==> src/rtl/mine_field_ctrl.sv <==
// Stateful minefield: LFSR-placed mines (one per row), pixel-collision detonation, one explosion slot.
// Define MINE_REARM_EN to re-arm the field with a fresh layout once every mine has been detonated.
module mine_field_ctrl #(
    parameter int          FIELD_X        = 64,
    parameter int          FIELD_Y        = 48,
    parameter int          ROWS           = 16,
    parameter int          COLS           = 12,
    parameter logic [7:0]  SEED           = 8'h5A,
    parameter int          EXPLODE_FRAMES = 32,
    parameter int          REARM_FRAMES   = 60
) (
    input  logic       clk,
    input  logic       reset,
    input  logic [8:0] hpos,
    input  logic [8:0] vpos,
    input  logic       vsync,
    input  logic       tank1_gfx,
    input  logic       tank2_gfx,
    output logic       mine_gfx,
    output logic       explode_gfx,
    output logic       hit_p1,
    output logic       hit_p2,
    output logic [5:0] mines_left,
    output logic       field_ready
);

    localparam int             CB       = $clog2(COLS);
    localparam int             RB       = $clog2(ROWS);
    localparam logic [CB:0]    COLS_C   = (CB+1)'(COLS);
    localparam logic [RB-1:0]  LAST_ROW = RB'(ROWS-1);
    localparam logic [7:0]     EXP_LOAD = 8'(EXPLODE_FRAMES);

    typedef enum logic [1:0] {S_INIT, S_RUN, S_EMPTY} state_t;

    state_t                    state_q;
    logic [RB-1:0]             r_q;
    logic [7:0]                lfsr_q;
    logic [ROWS-1:0][CB-1:0]   mine_col_q;
    logic [ROWS-1:0]           armed_q;
    logic [5:0]                mines_left_q;
    logic [7:0]                exp_cnt_q;
    logic [5:0]                exp_row_q;
    logic [5:0]                exp_col_q;
    logic                      hit_p1_q;
    logic                      hit_p2_q;
    logic                      vsync_q;

`ifdef MINE_REARM_EN
    localparam int             RW         = $clog2(REARM_FRAMES+1);
    localparam logic [RW-1:0]  REARM_LAST = RW'(REARM_FRAMES-1);
    logic [RW-1:0]             rearm_q;
`else
    logic                      unused_rearm;
    assign unused_rearm = |REARM_FRAMES;
`endif

    logic [8:0]    lx, ly;
    logic [5:0]    row, col;
    logic [RB-1:0] ri;
    logic          in_field, pat, hit1, hit2, hit, frame_tick;
    logic [7:0]    lfsr_d;
    logic [CB:0]   cand_w;
    logic [CB-1:0] cand_col;

    // Pixels left/above the field wrap to large values and fail the unsigned compare.
    assign lx       = hpos - 9'(FIELD_X);
    assign ly       = vpos - 9'(FIELD_Y);
    assign in_field = ({1'b0, lx} < 10'(COLS*8)) && ({1'b0, ly} < 10'(ROWS*8));
    assign row      = ly[8:3];
    assign col      = lx[8:3];
    assign ri       = row[RB-1:0];
    assign pat      = (~(lx[0] ^ lx[1]) ^ (ly[0] ^ ly[1])) & lx[2] & ly[2];

    assign mine_gfx    = (state_q == S_RUN) && in_field && (col == 6'(mine_col_q[ri]))
                         && armed_q[ri] && pat;
    assign explode_gfx = (exp_cnt_q != 8'd0) && in_field && (row == exp_row_q)
                         && (col == exp_col_q) && (exp_cnt_q[1] ^ lx[0] ^ ly[0]);

    assign hit1       = mine_gfx & tank1_gfx;
    assign hit2       = mine_gfx & tank2_gfx;
    assign hit        = hit1 | hit2;
    assign frame_tick = vsync & ~vsync_q;

    // Galois right-shift form of x^8+x^6+x^5+x^4+1.
    assign lfsr_d   = {1'b0, lfsr_q[7:1]} ^ (lfsr_q[0] ? 8'hB8 : 8'h00);
    assign cand_w   = {1'b0, lfsr_q[CB-1:0]};
    assign cand_col = CB'((cand_w >= COLS_C) ? (cand_w - COLS_C) : cand_w);

    always_ff @(posedge clk) begin
        if (reset) begin
            state_q      <= S_INIT;
            r_q          <= '0;
            lfsr_q       <= SEED;
            mine_col_q   <= '0;
            armed_q      <= '0;
            mines_left_q <= '0;
            exp_cnt_q    <= '0;
            exp_row_q    <= '0;
            exp_col_q    <= '0;
            hit_p1_q     <= 1'b0;
            hit_p2_q     <= 1'b0;
            vsync_q      <= 1'b0;
`ifdef MINE_REARM_EN
            rearm_q      <= '0;
`endif
        end else begin
            vsync_q  <= vsync;
            hit_p1_q <= hit1;
            hit_p2_q <= hit2;

            // A fresh detonation takes the slot even on a frame tick.
            if (hit) begin
                exp_row_q <= row;
                exp_col_q <= col;
                exp_cnt_q <= EXP_LOAD;
            end else if (frame_tick && exp_cnt_q != 8'd0) begin
                exp_cnt_q <= exp_cnt_q - 8'd1;
            end

            case (state_q)
                S_INIT: begin
                    mine_col_q[r_q] <= cand_col;
                    armed_q[r_q]    <= 1'b1;
                    lfsr_q          <= lfsr_d;
                    r_q             <= r_q + RB'(1);
                    if (r_q == LAST_ROW) begin
                        state_q      <= S_RUN;
                        r_q          <= '0;
                        mines_left_q <= 6'(ROWS);
                    end
                end
                S_RUN: begin
                    if (hit) begin
                        armed_q[ri]  <= 1'b0;
                        mines_left_q <= mines_left_q - 6'd1;
                    end
`ifdef MINE_REARM_EN
                    if (mines_left_q == 6'd0) begin
                        state_q <= S_EMPTY;
                        rearm_q <= '0;
                    end
`endif
                end
`ifdef MINE_REARM_EN
                // LFSR is deliberately not reseeded so the next layout continues the sequence.
                S_EMPTY: begin
                    if (frame_tick) begin
                        if (rearm_q == REARM_LAST) begin
                            state_q <= S_INIT;
                            r_q     <= '0;
                        end else begin
                            rearm_q <= rearm_q + RW'(1);
                        end
                    end
                end
`endif
                default: state_q <= S_INIT;
            endcase
        end
    end

    assign hit_p1      = hit_p1_q;
    assign hit_p2      = hit_p2_q;
    assign mines_left  = mines_left_q;
    assign field_ready = (state_q == S_RUN);

endmodule

==> config.mk <==
export PLATFORM = sky130hd
export DESIGN_NAME = mine_field_ctrl
export DESIGN_NICKNAME = d
export VERILOG_FILES = /design/src/rtl/mine_field_ctrl.sv
export SDC_FILE = /design/constraint.sdc
export NUM_CORES = 1
export LEC_CHECK = 0
export BUFFER_PORTS_ARGS = -buffer_cell sky130_fd_sc_hd__buf_4
export CORE_MARGIN = 1
export CORE_UTILIZATION = 50
export CTS_CLUSTER_SIZE = 28
export DETAILED_ROUTE_END_ITERATION = 10
export PLACE_DENSITY = 0.7
export SYNTH_ARGS = -nofsm -noshare
export SYNTH_HDL_FRONTEND = slang
export SYNTH_SLANG_ARGS = --single-unit
==> constraint.sdc <==
create_clock -name clk -period 2.14 [get_ports clk]
set_input_delay 0.214 -clock clk [delete_from_list [all_inputs] [get_ports clk]]
set_output_delay 0.214 -clock clk [all_outputs]
set_load 0.005 [all_outputs]
=== Word-level counts from Yosys, hierarchy flattened ===
Index checks and enable logic that the tools add are counted.

* Latch bits: 0
* Output and inout port bits: 11
* Bits in read-only memories: 0
* Flip-flop bits (word level): 123
* Memory bits (writable): 0
* Input port bits: 23
* Memories kept: 0
* Logic and storage cells: 109

* Divide/modulo/power cells: 0
* Multipliers: 0
* Shift operators: 0
* Magnitude comparators: 7
* Eq/ne operators: 7
* Add/subtract/negate cells: 6
* Reduce and logical (&&, ||, !) cells: 20
* Mux-type cells: 23
* Bitwise logic cells: 18

{| class="wikitable"
|+ Operators by type and width
! operator !! number
|-
| bitwise mux 64 bit || 1
|-
| case mux 16 bit (2 select lines) || 1
|-
| two-way mux 6 bit || 4
|-
| AND 16 bit || 1
|-
| binary-select mux 4 bit (select 4 bit) || 1
|-
| demux 4 bit (select 4 bit) || 1
|-
| two-way mux 16 bit || 1
|-
| two-way mux 4 bit || 4
|-
| NOT 16 bit || 1
|-
| bitwise OR 16 bit || 1
|-
| equality test 6 bit || 2
|-
| logical AND 1 bit || 12
|-
| case mux 6 bit (2 select lines) || 1
|-
| less-than comparator 4 x 5 -> 1 bit (second input constant) || 2
|-
| less-than comparator 9 x 7 -> 1 bit (second input constant) || 1
|-
| less-than comparator 9 x 8 -> 1 bit (second input constant) || 1
|-
| subtractor 9 x 6 -> 9 bit (second input constant) || 1
|-
| subtractor 9 x 7 -> 9 bit (second input constant) || 1
|-
| demux 1 bit (select 4 bit) || 2
|-
| greater-or-equal comparator 4 x 1 -> 1 bit (second input constant) || 2
|-
| two-way mux 8 bit || 1
|-
| nonzero test 8 bit || 1
|-
| subtractor 8 x 1 -> 8 bit (second input constant) || 1
|-
| bitwise XOR 7 x 8 -> 8 bit || 1
|-
| other kinds (22) || 36
|}

=== Logic depth before layout (Yosys ltp) ===
* Word-level depth: 11
* Gate-level depth with buffers: 12
* Mapped depth without buffers: 9

=== Worst setup path before layout ===
No wires, ideal clock.

* Path kind: input port to flip-flop
* Start: in vpos[4]
* End: reg armed_q[12]
* Buffers on the path: 2
* Stages: 10
* Slack: -123 ps
* Data arrival time: 2133 ps
* Required time: 2010 ps
* Setup time: 130 ps
* Path through: ha_1 -> or3b_1 -> a211oi_1 -> o21ai_0 -> nor4_1 -> and2_1 -> buf_2 -> and2_1 -> buf_2 -> a31oi_1

* Longest elaborated chain between the ends: 11

{| class="wikitable"
|+ Ends and longest elaborated chain
! element !! RTL line !! source
|-
| from (decl) || 15 || <nowiki>input logic [8:0] vpos,</nowiki>
|-
| subtractor 9 x 6 -> 9 bit (*) || 67 || <nowiki>assign ly = vpos - 9'(FIELD_Y);</nowiki>
|-
| binary-select mux 4 bit (select 4 bit) or less-than comparator 9 x 8 -> 1 bit (tied branches) || 74, 68 ||
|-
| two-way mux 4 bit (not written as such) or logical AND 1 bit (tied branches) || 74, 68 ||
|-
| equality test 6 x 4 -> 1 bit or logical AND 1 bit (tied branches) || 74 || <nowiki>assign mine_gfx = (state_q == S_RUN) && in_field && (col == 6'(mine_col_q[ri]))</nowiki>
|-
| logical AND 1 bit || 74 ||
|-
| logical AND 1 bit (2 in a row) || 75 || <nowiki>&& armed_q[ri] && pat;</nowiki>
|-
| AND 1 bit (on tied branches) || 79, 80 ||
|-
| bitwise OR 1 bit || 81 || <nowiki>assign hit = hit1 | hit2;</nowiki>
|-
| inequality test 2 x 1 -> 1 bit (no source line) || - ||
|-
| AND reduction 2 bit (no source line) || - ||
|-
| to (signal assigned) || 95 || <nowiki>armed_q <= '0;</nowiki>
|-
| to (signal, indexed assignment) || 123 || <nowiki>armed_q[r_q] <= 1'b1;</nowiki>
|-
| to (signal, indexed assignment) || 134 || <nowiki>armed_q[ri] <= 1'b0;</nowiki>
|-
| to (decl) || 39 || <nowiki>logic [ROWS-1:0] armed_q;</nowiki>
|}

Every way passes the cells marked *; elsewhere a longest branch is shown, timed or not. The select of a mux whose other input is x is not followed.
A chain may end at the register's enable or synchronous reset.

=== Worst setup path in the final report ===
* Start: reg mine_col_q[55] (netlist bit)
* End: out mine_gfx

* Longest elaborated chain between the ends: 6

{| class="wikitable"
|+ Ends and longest elaborated chain
! element !! RTL line !! source
|-
| from (decl) || 38 || <nowiki>logic [ROWS-1:0][CB-1:0] mine_col_q;</nowiki>
|-
| from (signal, indexed assignment) || 122 || <nowiki>mine_col_q[r_q] <= cand_col;</nowiki>
|-
| binary-select mux 4 bit (select 4 bit) || 74 ||
|-
| two-way mux 4 bit (not written as such) || 74 ||
|-
| equality test 6 x 4 -> 1 bit || 74 ||
|-
| logical AND 1 bit || 74 ||
|-
| logical AND 1 bit (2 in a row) || 75 ||
|-
| to (decl) || 19 || <nowiki>output logic mine_gfx,</nowiki>
|}

Every way passes these cells. The select of a mux whose other input is x is not followed.

==> flow_summary.ini <==
[power]
power-per-cell-area_nw_per_um2 = 891
total_leakage_power_nw = 2.92
p_total_mw = 6.66
ir_drop_mv = 0.879

[placement]
place_congestion = 0.833
dpl.cell_count = 784
hpwl_mm = 10.1
port-buffer-count = 33

[detailed_routing]
drt_wl_total_mm = 15.2
first_iter_violations = 378
drt_pass1_iterations = 5
ant_nets = 0
via_per_inst = 5.82
wl_per_cell_um = 18.4
via_count = 4829
drc = 0

[worst_setup_path]
r2r-start = mine_col_q[55]
end_kind = primary output
cp_slowest_stage_delay_ns = 0.51
slowest_stage = mux4_2
path_cells = mux4_2 > mux2i_1 > mux2i_1 > xnor2_1 > nor3_2 > nand4_1 > inv_1 > buf_4
cp_common_cell = mux2i_1
start_kind = flip-flop
cp_max_fo = 2
required_ns = 1.93
cp_data_arrival_time_ns = 2.26
path_class = reg -> out
startpoint = mine_col_q[55]

[timing]
finalSetupViolCount = 44
max_freq_mhz = 404
setup_slack_ns = -0.334
finalHoldViolCount = 0
post-route-min-period_ns = 2.47
tightest_slew_ns = 0.796
min_period_over_period = 1.16
rsz0062_at_grt = yes
drv_slew = 0
skew_ns = 0.00963
tns_ns = -7.65
max_slew_margin = 0.469

[synth]
yosys.area.top_type = dfxtp_1
synth_area_leaders = dfxtp_1 42%, mux2i_1 12%, mux4_2 7.7%, nor2_1 4.7%, clkbuf_1 2.7%
synth_most_common_cell = dfxtp_1
synth_commonest_cells = 122 x dfxtp_1, 73 x nor2_1, 69 x mux2i_1
ys_ff_latch = 122
synthCells = 617
synth_edf_count = 0
synth_fp_nets = 648
ys_types = 51
yosys_warnings = 0
async_flop_share = 0
ys.flop_type = dfxtp_1
syn_area_um2 = 5880
avgSynthCellArea_um2 = 9.54
ys_seq_area_frac = 0.415
synth_top_area_frac = 0.415

[floorplanning]
core.rowCount = 39
start_util = 0.515
die_area_um2 = 12200
core_um2 = 11400
ios = 34
die_w_um = 110
die_h_um = 110

[grt]
grtUsageTotal = 0.254
grt_max_degree = 58
grt_first_pass_wirelength_mm = 24.6
overflow = 0
antenna_found_initial = 0
grt_pass1_vias = 4927

[finish]
final_cell_count_no_fill = 830
drive_above_1_share = 0.295
fin_nets = 705
diodes = 0
fillers = 874
area_growth_pct = 27.1

[outcome]
status = finished, violations left
violations = setup timing

[clock_tree]
cts_tree = built
cts_buffers = 17
cts.htree.levels = 4
clock-sinks = 122
clock_latency_ns = 0.42
cts_buffer_depth = 2
ctsHoldBuffers = 0
clk_pin_slew_ns = 0.06
root_buffer = clkbuf_16

[worst_hold_path]
hold_start = vsync
min_path_type = in -> reg

[job]
maxCapViolations = 0
[flip-flops by register name, summed over array words and instances, names as in the netlist]
register and flops:
mine_col_q 64, armed_q 16, vsync_q 1, lfsr_q 8, hit_p2 1, exp_cnt_q 8
exp_col_q 6, mines_left 6, exp_row_q 6, hit_p1 1, state_q 1, r_q 4
[layer usage]
metal	up-vias	GRT usage	wire, um
li1	2294	-	-
met1	2341	0.302	6570
met2	151	0.438	7580
met3	43	0.0582	664
met4	0	0.112	428
met5	-	0	0
[stage by stage]
stage	setup slack, ns	utilization	hold slack (ns)	area, um2
floorplan	-0.0321	-	0.342	5950
global placement	-0.292	0.568	0.440	6480
detailed placement	-0.356	0.568	0.446	6480
CTS	-0.321	0.646	0.0206	7370
global route	-0.434	0.655	0.0484	7470
finish	-0.334	0.655	0.0246	7470
[critical path: cells and delay by family, from the launching register on]
kind                   cells  cell delay, ns
XOR/XNOR                   1            0.17
buffers and inverters      2            0.19
flip-flops                 1            0.31
multiplexers               3            0.83
AND/OR/NAND/NOR            2            0.34
[where the power goes]
group	switching, mW	total (mW)	internal (mW)
clock network	1.04	2.87	1.83
registers	0.102	2.50	2.40
logic	0.623	1.29	0.668
total	1.77	6.66	4.89
[worst paths after layout]
kind,endpoint,slack [ns],cells after the start
worst max-delay path,mine_gfx,-0.33,8
worst min-delay path,vsync_q,0.02,2
worst max register to register,exp_col_q[1],-0.27,9
worst min register to register,mine_col_q[52],0.45,2
[what timing repair did]
item                       4_1_cts  5_1_grt
pin swaps                       27        9
hold endpoints to repair         0        0
setup endpoints to repair       45       46
buffers inserted                10        3
cloned                           2        0
gates resized for setup         37       17
[area by class of cell]
type,instances,area [um2],area share
Multi-Input combinational cell,422,3330,0.446
Sequential cell,122,2450,0.328
Timing Repair Buffer,99,871,0.117
Clock buffer,21,480,0.0643
Tap cell,143,179,0.0239
Clock inverter,11,119,0.0159
Inverter,12,45.0,0.00603
[kinds of logic after synthesis]
logic type / after synthesis / synth area share
multiplexers: 90 / 0.196
flip-flops: 122 / 0.415
buffers and inverters: 73 / 0.0555
AND/OR/NAND/NOR: 205 / 0.178
adder cells (fa/ha/maj): 8 / 0.0170
XOR/XNOR: 30 / 0.0459
AO/OA/AOI/OAI: 89 / 0.0927
[placed cells by master (no fill, tap or decap), drive strengths merged, types with 17 or more instances in the layout]
master,Yosys,final
nor2,73,73
mux4,20,20
nand2,21,21
a21oi,31,31
a31oi,18,18
clkbuf,46,21
buf,15,99
nand3,28,28
xnor2,17,17
mux2i,69,69
dfxtp,122,122
Power figures use the tool's default switching activity.
